<file path="config.mk">
export PLATFORM = sky130hd
export DESIGN_NAME = cpu_bus_if
export DESIGN_NICKNAME = d
export VERILOG_FILES = /design/src/rtl/cpu_bus_if_pkg.sv /design/src/rtl/cpu_bus_if.sv
export SDC_FILE = /design/constraint.sdc
export NUM_CORES = 1
export LEC_CHECK = 0
export BUFFER_PORTS_ARGS = -buffer_cell sky130_fd_sc_hd__buf_2
export CAP_MARGIN = 20
export CORE_MARGIN = 8
export CORE_UTILIZATION = 44
export DETAILED_ROUTE_END_ITERATION = 10
export HOLD_SLACK_MARGIN = 0.1
export PLACE_DENSITY = 0.8
export SETUP_SLACK_MARGIN = 0.5
export SLEW_MARGIN = 30
export SYNTH_ARGS = -nofsm -noshare
export SYNTH_HDL_FRONTEND = slang
export SYNTH_SLANG_ARGS = --single-unit
</file>
<file path="constraint.sdc">
create_clock -name clk -period 4.1 [get_ports clk]
set_clock_uncertainty 0.2 [all_clocks]
set_input_delay 0.615 -clock clk [delete_from_list [all_inputs] [get_ports clk]]
set_output_delay 0.615 -clock clk [all_outputs]
set_load 0.005 [all_outputs]
</file>
<file path="src/rtl/cpu_bus_if_pkg.sv">
// Shared CPU definitions: word-bus and SPM widths, SPM region, and the
// bus-interface FSM state encoding.
package cpu_bus_if_pkg;

    localparam int WORD_DATA_W = 32;
    localparam int WORD_ADDR_W = 30;

    localparam int SPM_ADDR_W = 12;
    localparam int SPM_DEPTH  = 1 << SPM_ADDR_W;

    // Address bits [29:27] pick the memory region.
    localparam int REGION_MSB = 29;
    localparam int REGION_LSB = 27;
    localparam logic [2:0] SPM_REGION_DEF = 3'b011;

    typedef enum logic [1:0] {
        BUS_IF_IDLE   = 2'd0,
        BUS_IF_REQ    = 2'd1,
        BUS_IF_ACCESS = 2'd2,
        BUS_IF_STALL  = 2'd3
    } bus_if_state_e;

    function automatic logic is_region(input logic [WORD_ADDR_W-1:0] a,
                                       input logic [2:0]             region);
        return a[REGION_MSB:REGION_LSB] == region;
    endfunction

endpackage

</file>
<file path="src/rtl/cpu_bus_if.sv">
// Per-stage bus interface: SPM hits go straight to the scratch-pad, all other
// accesses run a req/grant/ready handshake on the shared external bus.
module cpu_bus_if
    import cpu_bus_if_pkg::*;
#(
    parameter logic [2:0] SPM_REGION = SPM_REGION_DEF,
    parameter int         SPM_AW     = SPM_ADDR_W
) (
    input  logic                   clk,
    input  logic                   reset,
    input  logic                   stall,
    input  logic                   flush,
    output logic                   busy,
    input  logic [WORD_ADDR_W-1:0] addr,
    input  logic                   as_n,
    input  logic                   rw,
    input  logic [WORD_DATA_W-1:0] wr_data,
    output logic [WORD_DATA_W-1:0] rd_data,
    output logic [SPM_AW-1:0]      spm_addr,
    output logic                   spm_as_n,
    output logic                   spm_rw,
    output logic [WORD_DATA_W-1:0] spm_wr_data,
    input  logic [WORD_DATA_W-1:0] spm_rd_data,
    output logic                   bus_req_n,
    input  logic                   bus_grnt_n,
    output logic [WORD_ADDR_W-1:0] bus_addr,
    output logic                   bus_as_n,
    output logic                   bus_rw,
    output logic [WORD_DATA_W-1:0] bus_wr_data,
    input  logic [WORD_DATA_W-1:0] bus_rd_data,
    input  logic                   bus_rdy_n
);

    bus_if_state_e          state_reg;
    logic [WORD_DATA_W-1:0] rd_buf_reg;
    logic                   spm_hit;
    logic                   valid;

    assign spm_hit = is_region(addr, SPM_REGION);
    assign valid   = !as_n && !flush;

    assign spm_addr    = addr[SPM_AW-1:0];
    assign spm_rw      = rw;
    assign spm_wr_data = wr_data;

    always_ff @(posedge clk or posedge reset) begin
        if (reset) begin
            state_reg   <= BUS_IF_IDLE;
            bus_req_n   <= 1'b1;
            bus_as_n    <= 1'b1;
            bus_addr    <= '0;
            bus_rw      <= 1'b0;
            bus_wr_data <= '0;
            rd_buf_reg  <= '0;
        end else begin
            // Strobe is a single-cycle pulse; only the grant edge re-asserts it.
            bus_as_n <= 1'b1;
            case (state_reg)
                BUS_IF_IDLE: begin
                    if (valid && !spm_hit) begin
                        bus_addr    <= addr;
                        bus_rw      <= rw;
                        bus_wr_data <= wr_data;
                        bus_req_n   <= 1'b0;
                        state_reg   <= BUS_IF_REQ;
                    end
                end
                BUS_IF_REQ: begin
                    if (!bus_grnt_n) begin
                        bus_as_n  <= 1'b0;
                        state_reg <= BUS_IF_ACCESS;
                    end
                end
                BUS_IF_ACCESS: begin
                    if (!bus_rdy_n) begin
                        bus_req_n  <= 1'b1;
                        rd_buf_reg <= bus_rd_data;
                        state_reg  <= stall ? BUS_IF_STALL : BUS_IF_IDLE;
                    end
                end
                BUS_IF_STALL: begin
                    if (!stall) begin
                        state_reg <= BUS_IF_IDLE;
                    end
                end
                default: state_reg <= BUS_IF_IDLE;
            endcase
        end
    end

    // SPM strobe is only ever asserted from IDLE, so it can never overlap an
    // external access in flight.
    always_comb begin
        busy     = 1'b0;
        rd_data  = '0;
        spm_as_n = 1'b1;
        case (state_reg)
            BUS_IF_IDLE: begin
                if (valid && spm_hit) begin
                    spm_as_n = 1'b0;
                    rd_data  = spm_rd_data;
                end else if (valid) begin
                    busy = 1'b1;
                end
            end
            BUS_IF_REQ: begin
                busy = 1'b1;
            end
            BUS_IF_ACCESS: begin
                if (!bus_rdy_n) begin
                    rd_data = bus_rd_data;
                end else begin
                    busy = 1'b1;
                end
            end
            BUS_IF_STALL: begin
                rd_data = rd_buf_reg;
            end
            default: begin
                busy = 1'b0;
            end
        endcase
    end

endmodule

</file>
==> results.sh <==
export IMPL_synth_cells=376
export IMPL_cp_required_ns=3.28
export IMPL_final_cell_mix="buf_2, dfrtp_1, mux2_2"
export IMPL_cts_tree="built"
export IMPL_max_slew_margin_rel_pct=47.4
export IMPL_cts_buffer_depth=2
export IMPL_synth_warnings=0
export IMPL_synth_seq_area_share_pct=51.3
export IMPL_drive_above_1_share_pct=66.0
export IMPL_rsz0062_at_grt="false"
export IMPL_ctsHtreeMaxLevel=3
export IMPL_power_frac_comb_pct=42.4
export IMPL_n_antenna_cell=0
export IMPL_synth_avg_cell_area_um2=12.9
export IMPL_clock_sinks=99
export IMPL_syn2layout_area_growth_pct=28.2
export IMPL_drt_initial_drc_count=130
export IMPL_avgRoutedWirePerCell_um=19.0
export IMPL_initial_core_util_pct=44.8
export IMPL_grt_overflow=0
export IMPL_setup_tns_final_ns=0
export IMPL_p_seq_share_pct=42.3
export IMPL_slowest_delay_ns=0.59
export IMPL_die_area_mm2=0.0146
export IMPL_grt_pass1_wl_mm=21.6
export IMPL_cp_max_fo=31
export IMPL_outcome="finished, final reports clean"
export IMPL_final_common_cell="buf_2"
export IMPL_crit_path_start_kind="register"
export IMPL_firstDrtPassIters=4
export IMPL_yosysUniqueCellTypes=26
export IMPL_place_congestion=0.839
export IMPL_antenna_found_initial=0
export IMPL_power_density_mw_per_mm2=664
export IMPL_power_leakage_uw=0.00318
export IMPL_switchingPower_uw=1360
export IMPL_worst_setup_path_end_kind="output pin"
export IMPL_routed_via_density=5.08
export IMPL_cts_setup_buffers=0
export IMPL_synth_seq_cells=99
export IMPL_arrival_ns=2.27
export IMPL_worstSetupPathType="register to output pin"
export IMPL_wirelength_mm=14.2
export IMPL_drc_errors=0
export IMPL_holdWs_ns=0.265
export IMPL_finalPower_uw=4120
export IMPL_maxCapViolCount=0
export IMPL_grt_pass1_vias=4219
export IMPL_crit_chain="or4_4 -> nor3_4 -> buf_4 -> a22o_1 -> buf_2"
export IMPL_cts_resized_gates=0
export IMPL_crit_slowest_cell="or4_4"
export IMPL_final_util_pct=57.4
export IMPL_setup_viol=0
export IMPL_die_height_um=121
export IMPL_max_freq_mhz=324
export IMPL_core_area_mm2=0.0108
export IMPL_hpwl_mm=11.3
export IMPL_finalHoldViolCount=0
export IMPL_antenna_left=0
export IMPL_clk_latency_ns=0.35
export IMPL_routed_via_count=3806
export IMPL_grt_total_usage_pct=18.8
export IMPL_cts_inserted_buffers=9
export IMPL_ctsRootBufferMaster="clkbuf_8"
export IMPL_numPortBuffers=277
export IMPL_netSwitchingFraction_pct=33.0
export IMPL_grt_max_degree=63
export IMPL_min_path_type="input pin to register"
export IMPL_cts_clk_slew_worst_paths_ns=0.09
export IMPL_maxSlewViolCount=0
export IMPL_finalNetCount=738
export IMPL_layout_min_cycle_time_ns=3.08
export IMPL_power_internal_uw=2760
export IMPL_num_rows=38
export IMPL_period_share_pct=75.2
export IMPL_syn_area_mm2=0.00484
export IMPL_dieWidth_um=121
export IMPL_ir_drop_mv=0.361
export IMPL_clock_power_share_pct=15.4
export IMPL_max_slew_worst_pin_slew_ns=0.788
export IMPL_io_pin_count=278
export IMPL_synth_net_count=510
## cell usage after synthesis
cell,instances,area share (%)
dfrtp_1,97,50
mux2_2,90,21
a22o_1,53,9.6
buf_4,47,7.3
nand2_1,15,1.2
o21ai_0,13,1.3
nand2b_1,12,1.6
clkbuf_1,9,0.70
buf_2,7,0.72
buf_6,6,1.4
mux2_1,4,0.93
nor2_1,4,0.31
inv_1,3,0.23
a21oi_1,2,0.21
dfstp_2,2,1.1
nor2b_1,2,0.26
a21o_1,1,0.16
a32oi_1,1,0.18
inv_2,1,0.078
nor3_4,1,0.34
nor3b_2,1,0.26
nor4_2,1,0.26
o21ai_1,1,0.10
o2bb2ai_2,1,0.31
or2_2,1,0.13
or4_4,1,0.23
## final cells by class
cell class,instances,area (um^2)
Clock buffer,10,138
Tap cell,140,175
Clock inverter,6,63.8
Multi-Input combinational cell,204,1870
Sequential cell,99,2480
Timing Repair Buffer,286,1460
Fill cell,906,4590
Inverter,4,17.5
## power groups by stage
stage               sequential, uW  combinational [uW]  clock, uW
detailed placement            1750                1770          0
CTS                           1740                1780        656
global route                  1800                1910        691
floorplan                     1740                1030          0
global placement              1710                1720          0
finish                        1740                1740        632
## layer usage
layer	GRT usage (%)	share of wire [%]	up-vias
met5	0	0	-
li1	-	-	1764
met2	33.4	51	199
met4	6.71	1.9	0
met3	9.46	12	21
met1	18.3	35	1822
## per-stage QoR
step | cells | setup WS [ns] | area, um^2
finish | 749 | 1.02 | 6200
detailed placement | 732 | 1.19 | 5990
CTS | 749 | 0.986 | 6200
global placement | 732 | 1.27 | 5990
global route | 749 | 0.858 | 6200
floorplan | 376 | 0.698 | 4840
## critical path: cells and delay by family (launching register included)
family	cells	cell delay, ns
simple gates	2	0.73
flops	1	0.48
buf+inv	2	0.47
compound gates	1	0.22
## worst paths after layout
kind                                       end  slack (ns)         start  cells after the start
worst max-delay path                rd_data[5]        1.02  state_reg[0]                      5
worst min-delay path              bus_addr[24]        0.27      addr[24]                      2
worst max register to register  rd_buf_reg[15]        1.78  state_reg[0]                      5
worst min register to register    bus_addr[24]        0.30  bus_addr[24]                      1
max in group asynchronous        rd_buf_reg[1]        2.19         reset                      4
min in group asynchronous          bus_addr[5]        0.62         reset                      3
## logic make-up after synthesis
family,synth area share (%)
AOI/OAI and AO/OA,11.9
buffers and inverters,10.4
DFF,51.3
muxes,21.9
and+or+nand+nor,4.50
## what timing repair did
action                                  4_1_cts  5_1_grt
hold buffers                                  1        0
endpoints found under the setup margin        0        0
endpoints found under the hold margin        35        0
Note: power is estimated with default switching activity, not from simulation.
